$ cat config.mk
export PLATFORM = sky130hd
export DESIGN_NAME = bsg_mesh_traffic_gen
export DESIGN_NICKNAME = d
export VERILOG_FILES = /design/src/rtl/bsg_mesh_traffic_pkg.sv /design/src/rtl/bsg_mesh_traffic_seq.sv /design/src/rtl/bsg_mesh_traffic_gen.sv
export SDC_FILE = /design/constraint.sdc
export NUM_CORES = 1
export LEC_CHECK = 0
export BUFFER_PORTS_ARGS = -buffer_cell sky130_fd_sc_hd__buf_2
export CAP_MARGIN = 15
export CORE_UTILIZATION = 25
export DETAILED_ROUTE_END_ITERATION = 12
export HOLD_SLACK_MARGIN = 0.03
export SYNTH_ARGS = -nofsm -noshare
export SYNTH_HDL_FRONTEND = slang
export SYNTH_SLANG_ARGS = --single-unit
$ cat constraint.sdc
create_clock -name clk_i -period 2.2 [get_ports clk_i]
set_input_delay 0.11 -clock clk_i [delete_from_list [all_inputs] [get_ports clk_i]]
set_output_delay 0.11 -clock clk_i [all_outputs]
set_load 0.05 [all_outputs]
$ cat src/rtl/bsg_mesh_traffic_pkg.sv
// rtl/bsg_mesh_traffic_pkg.sv - shared types for the mesh traffic generator
package bsg_mesh_traffic_pkg;

    typedef enum logic [1:0] {
        e_idle,
        e_send,
        e_done
    } bsg_mesh_traffic_state_e;

    localparam int pkt_data_width_lp = 4;
    localparam int pkt_y_width_lp    = 2;
    localparam int pkt_x_width_lp    = 2;

    // Destination x sits in the LSBs so routers can steer on the low bits first.
    typedef struct packed {
        logic [pkt_data_width_lp-1:0] payload;
        logic [pkt_y_width_lp-1:0]    y;
        logic [pkt_x_width_lp-1:0]    x;
    } bsg_mesh_traffic_pkt_s;

    function automatic int safe_width(input int els);
        return (els > 1) ? $clog2(els) : 1;
    endfunction

endpackage

$ cat src/rtl/bsg_mesh_traffic_seq.sv
// rtl/bsg_mesh_traffic_seq.sv - destination index / round two-level wrap counter
module bsg_mesh_traffic_seq
    import bsg_mesh_traffic_pkg::*;
#(
    parameter int els_p    = 16,
    parameter int rounds_p = 2,
    localparam int d_width_lp = safe_width(els_p),
    localparam int r_width_lp = safe_width(rounds_p)
) (
    input  logic                  clk_i,
    input  logic                  reset_i,
    input  logic                  clear_i,
    input  logic                  up_i,
    output logic [d_width_lp-1:0] d_o,
    output logic                  last_o
);

    logic [r_width_lp-1:0] round_r;
    logic                  d_last;
    logic                  round_last;

    assign d_last     = (d_o == d_width_lp'(els_p - 1));
    assign round_last = (round_r == r_width_lp'(rounds_p - 1));
    assign last_o     = d_last & round_last;

    always_ff @(posedge clk_i) begin
        if (reset_i || clear_i) begin
            d_o     <= '0;
            round_r <= '0;
        end else if (up_i) begin
            if (d_last) begin
                d_o     <= '0;
                round_r <= round_last ? '0 : round_r + r_width_lp'(1);
            end else begin
                d_o <= d_o + d_width_lp'(1);
            end
        end
    end

endmodule

$ cat src/rtl/bsg_mesh_traffic_gen.sv
// rtl/bsg_mesh_traffic_gen.sv - sweeps all mesh tiles with packets and checks received traffic
module bsg_mesh_traffic_gen
    import bsg_mesh_traffic_pkg::*;
#(
    parameter int data_width_p   = 4,
    parameter int x_cord_width_p = 2,
    parameter int y_cord_width_p = 2,
    parameter int num_x_p        = 4,
    parameter int num_y_p        = 4,
    parameter int num_rounds_p   = 2,
    localparam int pkt_width_lp   = data_width_p + y_cord_width_p + x_cord_width_p,
    localparam int tiles_lp       = num_x_p * num_y_p,
    localparam int count_width_lp = $clog2(tiles_lp * num_rounds_p + 1),
    localparam int d_width_lp     = safe_width(tiles_lp)
) (
    input  logic                      clk_i,
    input  logic                      reset_i,
    input  logic [x_cord_width_p-1:0] my_x_i,
    input  logic [y_cord_width_p-1:0] my_y_i,
    input  logic                      start_i,
    output logic                      v_o,
    output logic [pkt_width_lp-1:0]   data_o,
    input  logic                      ready_and_i,
    input  logic                      v_i,
    input  logic [pkt_width_lp-1:0]   data_i,
    output logic                      yumi_o,
    input  logic                      rx_stall_i,
    output logic [count_width_lp-1:0] sent_o,
    output logic [count_width_lp-1:0] recv_o,
    output logic                      busy_o,
    output logic                      done_o,
    output logic                      error_o
);

    bsg_mesh_traffic_state_e state_r;
    logic [d_width_lp-1:0]   d;
    logic                    last;
    logic                    xfer;
    logic                    launch;
    logic [31:0]             own_id;
    logic [31:0]             d_ext;

    assign own_id = 32'(my_y_i) * 32'(num_x_p) + 32'(my_x_i);
    assign d_ext  = 32'(d);

    assign v_o    = (state_r == e_send);
    assign busy_o = (state_r == e_send);
    assign done_o = (state_r == e_done);
    assign xfer   = v_o & ready_and_i;
    assign launch = start_i & (state_r != e_send);

    // data_o is a pure function of d, so it holds naturally while stalled.
    assign data_o = {data_width_p'(own_id ^ d_ext),
                     y_cord_width_p'(d_ext / 32'(num_x_p)),
                     x_cord_width_p'(d_ext % 32'(num_x_p))};

    bsg_mesh_traffic_seq #(
        .els_p    (tiles_lp),
        .rounds_p (num_rounds_p)
    ) seq (
        .clk_i   (clk_i),
        .reset_i (reset_i),
        .clear_i (launch),
        .up_i    (xfer),
        .d_o     (d),
        .last_o  (last)
    );

    always_ff @(posedge clk_i) begin
        if (reset_i) begin
            state_r <= e_idle;
            sent_o  <= '0;
        end else begin
            case (state_r)
                e_idle, e_done: begin
                    if (start_i) begin
                        state_r <= e_send;
                        sent_o  <= '0;
                    end
                end
                e_send: begin
                    if (xfer) begin
                        sent_o <= sent_o + count_width_lp'(1);
                        if (last) begin
                            state_r <= e_done;
                        end
                    end
                end
                default: state_r <= e_idle;
            endcase
        end
    end

    logic [x_cord_width_p-1:0] rx_x;
    logic [y_cord_width_p-1:0] rx_y;
    logic [data_width_p-1:0]   rx_payload;
    logic                      addr_err;
    logic                      payload_err;

    assign rx_x       = data_i[x_cord_width_p-1:0];
    assign rx_y       = data_i[x_cord_width_p+y_cord_width_p-1:x_cord_width_p];
    assign rx_payload = data_i[pkt_width_lp-1:x_cord_width_p+y_cord_width_p];
    assign addr_err   = (rx_x != my_x_i) || (rx_y != my_y_i);
    assign yumi_o     = v_i & ~rx_stall_i & ~reset_i;

    // A narrow payload cannot carry every tile id, so the range check only applies when it can.
    if (2 ** data_width_p >= tiles_lp) begin : g_payload_chk
        assign payload_err = ((32'(rx_payload) ^ own_id) >= 32'(tiles_lp));
    end else begin : g_payload_nochk
        assign payload_err = 1'b0;
    end

    always_ff @(posedge clk_i) begin
        if (reset_i) begin
            recv_o  <= '0;
            error_o <= 1'b0;
        end else if (yumi_o) begin
            if (recv_o != '1) begin
                recv_o <= recv_o + count_width_lp'(1);
            end
            if (addr_err || payload_err) begin
                error_o <= 1'b1;
            end
        end
    end

endmodule

Word-level counts from Yosys, hierarchy flattened
Cells that the tools add are included.
{"block": "totals", "wordCells": 51, "register_bits": 20, "inputBits": 18, "out_inout_bits": 25}
{"block": "classes", "reduce_logical": 11, "muxes": 9, "n_lt_le_gt_ge": 1, "bitwise_logic": 9, "add_sub_neg": 5, "n_eq_ne": 10}
{"op": "$add A6 B1 Y6 const B", "count": 2}
{"op": "$mux W6", "count": 2}
{"op": "$pmux W6 S2", "count": 1}
{"op": "$mux W2", "count": 3}
{"op": "$ne A2 B1 Y1 const B", "count": 3}
{"op": "$ne A6 B6 Y1 const B", "count": 1}
{"op": "$reduce_and A2 Y1", "count": 3}
{"op": "$reduce_and A3 Y1", "count": 2}
{"op": "$add A4 B2 Y5", "count": 1}
{"op": "$and A1 B1 Y1", "count": 5}
{"op": "$ge A5 B5 Y1 const B", "count": 1}
{"op": "$xor A4 B5 Y5", "count": 1}
{"op": "$add A4 B1 Y4 const B", "count": 1}
{"op": "$eq A4 B4 Y1 const B", "count": 1}
{"op": "$mux W4", "count": 1}
{"op": "$ne A2 B2 Y1", "count": 2}
{"op": "$pmux W2 S2", "count": 1}
{"op": "$xor A4 B4 Y4", "count": 1}
{"op": "$logic_or A1 B1 Y1", "count": 3}
{"op": "$eq A2 B1 Y1 const B", "count": 1}
{"op": "$eq A2 B2 Y1 const B", "count": 1}
{"op": "$logic_not A2 Y1", "count": 1}
{"op": "$ne A2 B2 Y1 const B", "count": 1}
{"op": "$not A1 Y1", "count": 2}
{"op": "4 further kinds", "count": 4}

Logic depth before layout (Yosys ltp)
{"block": "depth", "depth_word": 5, "depth_mapped": 5}

Cells and area by module
A second synthesis with hierarchy kept.
{"block": "unflattened", "hier_cells": 119, "hier_area_um2": 1117.3}
{"mod": "bsg_mesh_traffic_gen", "seq_area_each_um2": 300.3, "area_each_um2": 883.3, "cells_each": 95, "n_inst": 1}
{"mod": "bsg_mesh_traffic_seq", "seq_area_each_um2": 100.1, "area_each_um2": 234.0, "cells_each": 24, "n_inst": 1}

Worst setup path before layout
No wires, ideal clock.
{"block": "synth_timing", "path_kind": "in2reg", "from": "input port reset_i", "to": "register recv_o[1]", "arrival_time_ps": 1544, "n_path_buf": 1, "required_ps": 2072, "slack_ps": 528, "stages": 5, "cell_sequence": "buf_2 > nor3b_2 > o21a_1 > mux2i_1 > nor2_1"}
{"block": "synth_via", "elab_chain_cells": 3}
{"item": "start, declared", "line": "bsg_mesh_traffic_gen.sv:17", "source": "input logic reset_i,"}
{"item": "$not A1 Y1", "line": "bsg_mesh_traffic_gen.sv:104", "source": "assign yumi_o = v_i & ~rx_stall_i & ~reset_i;"}
{"item": "$and A1 B1 Y1", "line": "bsg_mesh_traffic_gen.sv:104"}
{"item": "net yumi_o", "line": "bsg_mesh_traffic_gen.sv:26", "source": "output logic yumi_o,"}
{"item": "$reduce_and A2 Y1 (no line)"}
{"item": "end signal, assigned", "line": "bsg_mesh_traffic_gen.sv:119", "source": "recv_o <= recv_o + count_width_lp'(1);"}
{"item": "end, declared", "line": "bsg_mesh_traffic_gen.sv:29", "source": "output logic [count_width_lp-1:0] recv_o,"}
The timed path passes the listed nets, and every way through them passes these cells.
A chain may end at the register's enable or synchronous reset.

Worst setup path in the final report
{"block": "layout_timing", "from": "register state_r[0]", "to": "output port busy_o"}
{"block": "layout_via", "elab_chain_cells": 1}
{"item": "start, declared", "line": "bsg_mesh_traffic_gen.sv:35", "source": "bsg_mesh_traffic_state_e state_r;"}
{"item": "start signal, assigned", "line": "bsg_mesh_traffic_gen.sv:71", "source": "state_r <= e_idle;"}
{"item": "start signal, assigned", "line": "bsg_mesh_traffic_gen.sv:77", "source": "state_r <= e_send;"}
{"item": "start signal, assigned", "line": "bsg_mesh_traffic_gen.sv:85", "source": "state_r <= e_done;"}
{"item": "$eq A2 B1 Y1", "line": "bsg_mesh_traffic_gen.sv:47", "source": "assign busy_o = (state_r == e_send);"}
{"item": "end, declared", "line": "bsg_mesh_traffic_gen.sv:30", "source": "output logic busy_o,"}
Every way passes these cells.

==> reports/metrics.cfg <==
[sta]
relSlewSlack_pct = 70.7
period_share_pct = 67.9
slew_violations = 0
tightest_slew_ns = 0.438
timing.setup.tns_ns = 0
setup_viol = 0
fmax_mhz = 670
post-route-min-period_ns = 1.49
rsz0062_at_grt = false
hold_viol = 0
skew_ns = 0.000984

[floorplanning]
dieArea_um2 = 4380
core-area_um2 = 3800
die_x_um = 66.2
rows = 22
die_h_um = 66.2
start_util_pct = 27.1
top_level_ports = 43

[clock_tree]
clockBufferDepth = 2
clock_sinks = 20
cts_setup_buffers = 0
cts_tree = built
insertion_delay_ns = 0.26
clkTransAtPathRegs_ns = 0.07
cts_hold_buf = 0
cts_made_buffers = 3
ctsResizeCount = 0
cts-root-buf = clkbuf_8
htree_num_levels = 1

[yosys]
syn_inst = 113
synthTopCellsByArea = dfxtp_1 (39%), xor2_1 (9.4%), nor2_1 (4.0%)
syn_nets = 134
ys_seq_area_share_pct = 38.9
yosys.area.top_type = dfxtp_1
ys_ff_latch = 20
yosys.area.top_type_share_pct = 38.9
yosysUniqueCellTypes = 35
yosys_warnings = 0
netlist_area_um2 = 1030
syn_avg_cell_area_um2 = 9.11

[placed_design]
globalplace.congestion = 0.690
dpl_cell_area_um2 = 1260
hpwl_um = 1750
io_buffers = 38

[critical_path]
crit_path_cell_trace = nand2b_1 > inv_1 > buf_2
crit_required_ns = 2.09
regToRegEndpoint = seq.round_last
worstSetupStartpointType = register
startpoint = state_r[0]
rrSetupSlack_ns = 0.80
crit_fanout = 6
critPathArrivalTime_ns = 1.38
r2r_cells = 5
slowest_delay_ns = 0.41
worstSetupPathType = reg -> out
rr_startpoint = seq.d_o[0]
crit_slowest_cell = dfxtp_1
crit_path_end_kind = primary output

[power_and_ir_drop]
power_leakage_nw = 0.591
p_sw_uw = 221
p_clk_share_pct = 35.6
peakVddDrop_mv = 0.295
p_seq_share_pct = 47.9
p_int_uw = 564
netSwitchingFraction_pct = 28.2
p_comb_share_pct = 16.5
p_per_area_nw_per_um2 = 598

[grt]
grt_usage_pct = 11.3
grt_pass1_wl_um = 3720
grt_overflow = 0
antenna_found_initial = 0
grt_pass1_vias = 841
grt_max_degree = 18

[detailed_routing]
ant_nets = 0
via_count = 950
drc = 0
wirelength_um = 2310
routedWlPerCell_um = 11.6
drt_iter0_markers = 26
viasPerCell = 4.77
drt-pass1-iter-count = 4

[layout]
antenna_cells = 0
final_nets = 173
final_area_um2 = 1310
fin_util_pct = 34.5
drive_gt1_share_pct = 30.5
area_growth_pct = 27.3

[status]
outcome = finished clean

[min_path]
hold_class = in -> reg
min_delay_path_depth = 2
min_to = seq.round_last
min_from = start_i

[flow_run]
cap_violations = 0

==> placed cells by master (no fill, tap or decap), drive strengths merged, types with 2 or more instances in the layout <==
cell / Yosys / final
nand3: 2 / 2
xor2: 11 / 11
xnor2: 4 / 4
nor2: 12 / 12
a21oi: 7 / 7
inv: 6 / 6
nor3: 2 / 2
mux2i: 3 / 3
a211oi: 4 / 4
nand2: 4 / 4
nor2b: 3 / 3
dfxtp: 20 / 20
o21ai: 5 / 5
a22oi: 2 / 2
clkbuf: 1 / 4
ha: 3 / 3
nand2b: 3 / 3
a311oi: 2 / 2
buf: 3 / 38
nand4: 4 / 4
==> sequential cells by signal (all words and copies together), names as in the netlist <==
name            cells
recv_o              6
state_r             2
seq.d_o             4
seq.round_last      1
sent_o              6
error_o             1
==> layer usage <==
layer / GRT usage (%) / up-vias / routed length (um)
li1: - / 479 / -
met1: 13.1 / 435 / 1040
met2: 19.0 / 32 / 1080
met3: 4.48 / 4 / 173
met4: 3.19 / 0 / 17
met5: 0 / - / 0
==> area by class of cell <==
cell class	count	area [um^2]
Multi-Input combinational cell	83	583
Inverter	6	22.5
Fill cell	395	2490
Timing Repair Buffer	38	190
Clock buffer	4	55.1
Tap cell	48	60.1
Sequential cell	20	400
==> critical path: cells and delay by family (launching register included) <==
kind          cells  cell delay (ns)
buf+inv           2             0.51
flops             1             0.41
simple gates      1             0.21
==> power groups by stage <==
| stage | combinational, mW | clock (mW) | sequential, mW |
|---|---|---|---|
| detailed placement | 0.130 | 0 | 0.384 |
| finish | 0.129 | 0.279 | 0.376 |
| global route | 0.140 | 0.308 | 0.377 |
| CTS | 0.130 | 0.290 | 0.376 |
| global placement | 0.129 | 0 | 0.384 |
| floorplan | 0.0768 | 0 | 0.401 |
==> cell families after synthesis <==
logic type	count (synthesis)	share of synthesized area (%)
buffers and inverters	10	4.49
AOI/OAI and AO/OA	26	17.4
adders and majority gates	3	3.65
muxes	3	2.92
DFF	20	38.9
and+or+nand+nor	36	19.9
xor gates and xnor gates	15	12.8
==> cells in the mapped netlist, drive strengths merged <==
master    n
dfxtp    20
nor2     12
xor2     11
a21oi     7
inv       6
o21ai     5
a211oi    4
nand2     4
nand4     4
xnor2     4
buf       3
ha        3
mux2i     3
nand2b    3
nor2b     3
a22oi     2
a311oi    2
nand3     2
nor3      2
a2111oi   1
a211o     1
and3      1
and3b     1
and4b     1
clkbuf    1
nand3b    1
nand4b    1
nor3b     1
o2111ai   1
o211ai    1
o21a      1
o41ai     1
==> worst max-delay path by stage <==
| stage | cells past startpoint | end |
|---|---|---|
| floorplan | 5 | recv_o[1] |
| global placement | 5 | seq.round_last |
| detailed placement | 5 | recv_o[2] |
| CTS | 3 | v_o |
| global route | 3 | busy_o |
| finish | 3 | busy_o |
==> stage by stage <==
step | worst slack (ns) | std cells | power (mW) | hold slack, ns
floorplan | 0.528 | 113 | 0.478 | 0.203
global placement | 0.792 | 195 | 0.514 | 0.416
detailed placement | 0.802 | 195 | 0.514 | 0.413
CTS | 0.709 | 199 | 0.796 | 0.139
global route | 0.580 | 199 | 0.825 | 0.166
finish | 0.707 | 199 | 0.785 | 0.138
Power figures use the tool's default switching activity.
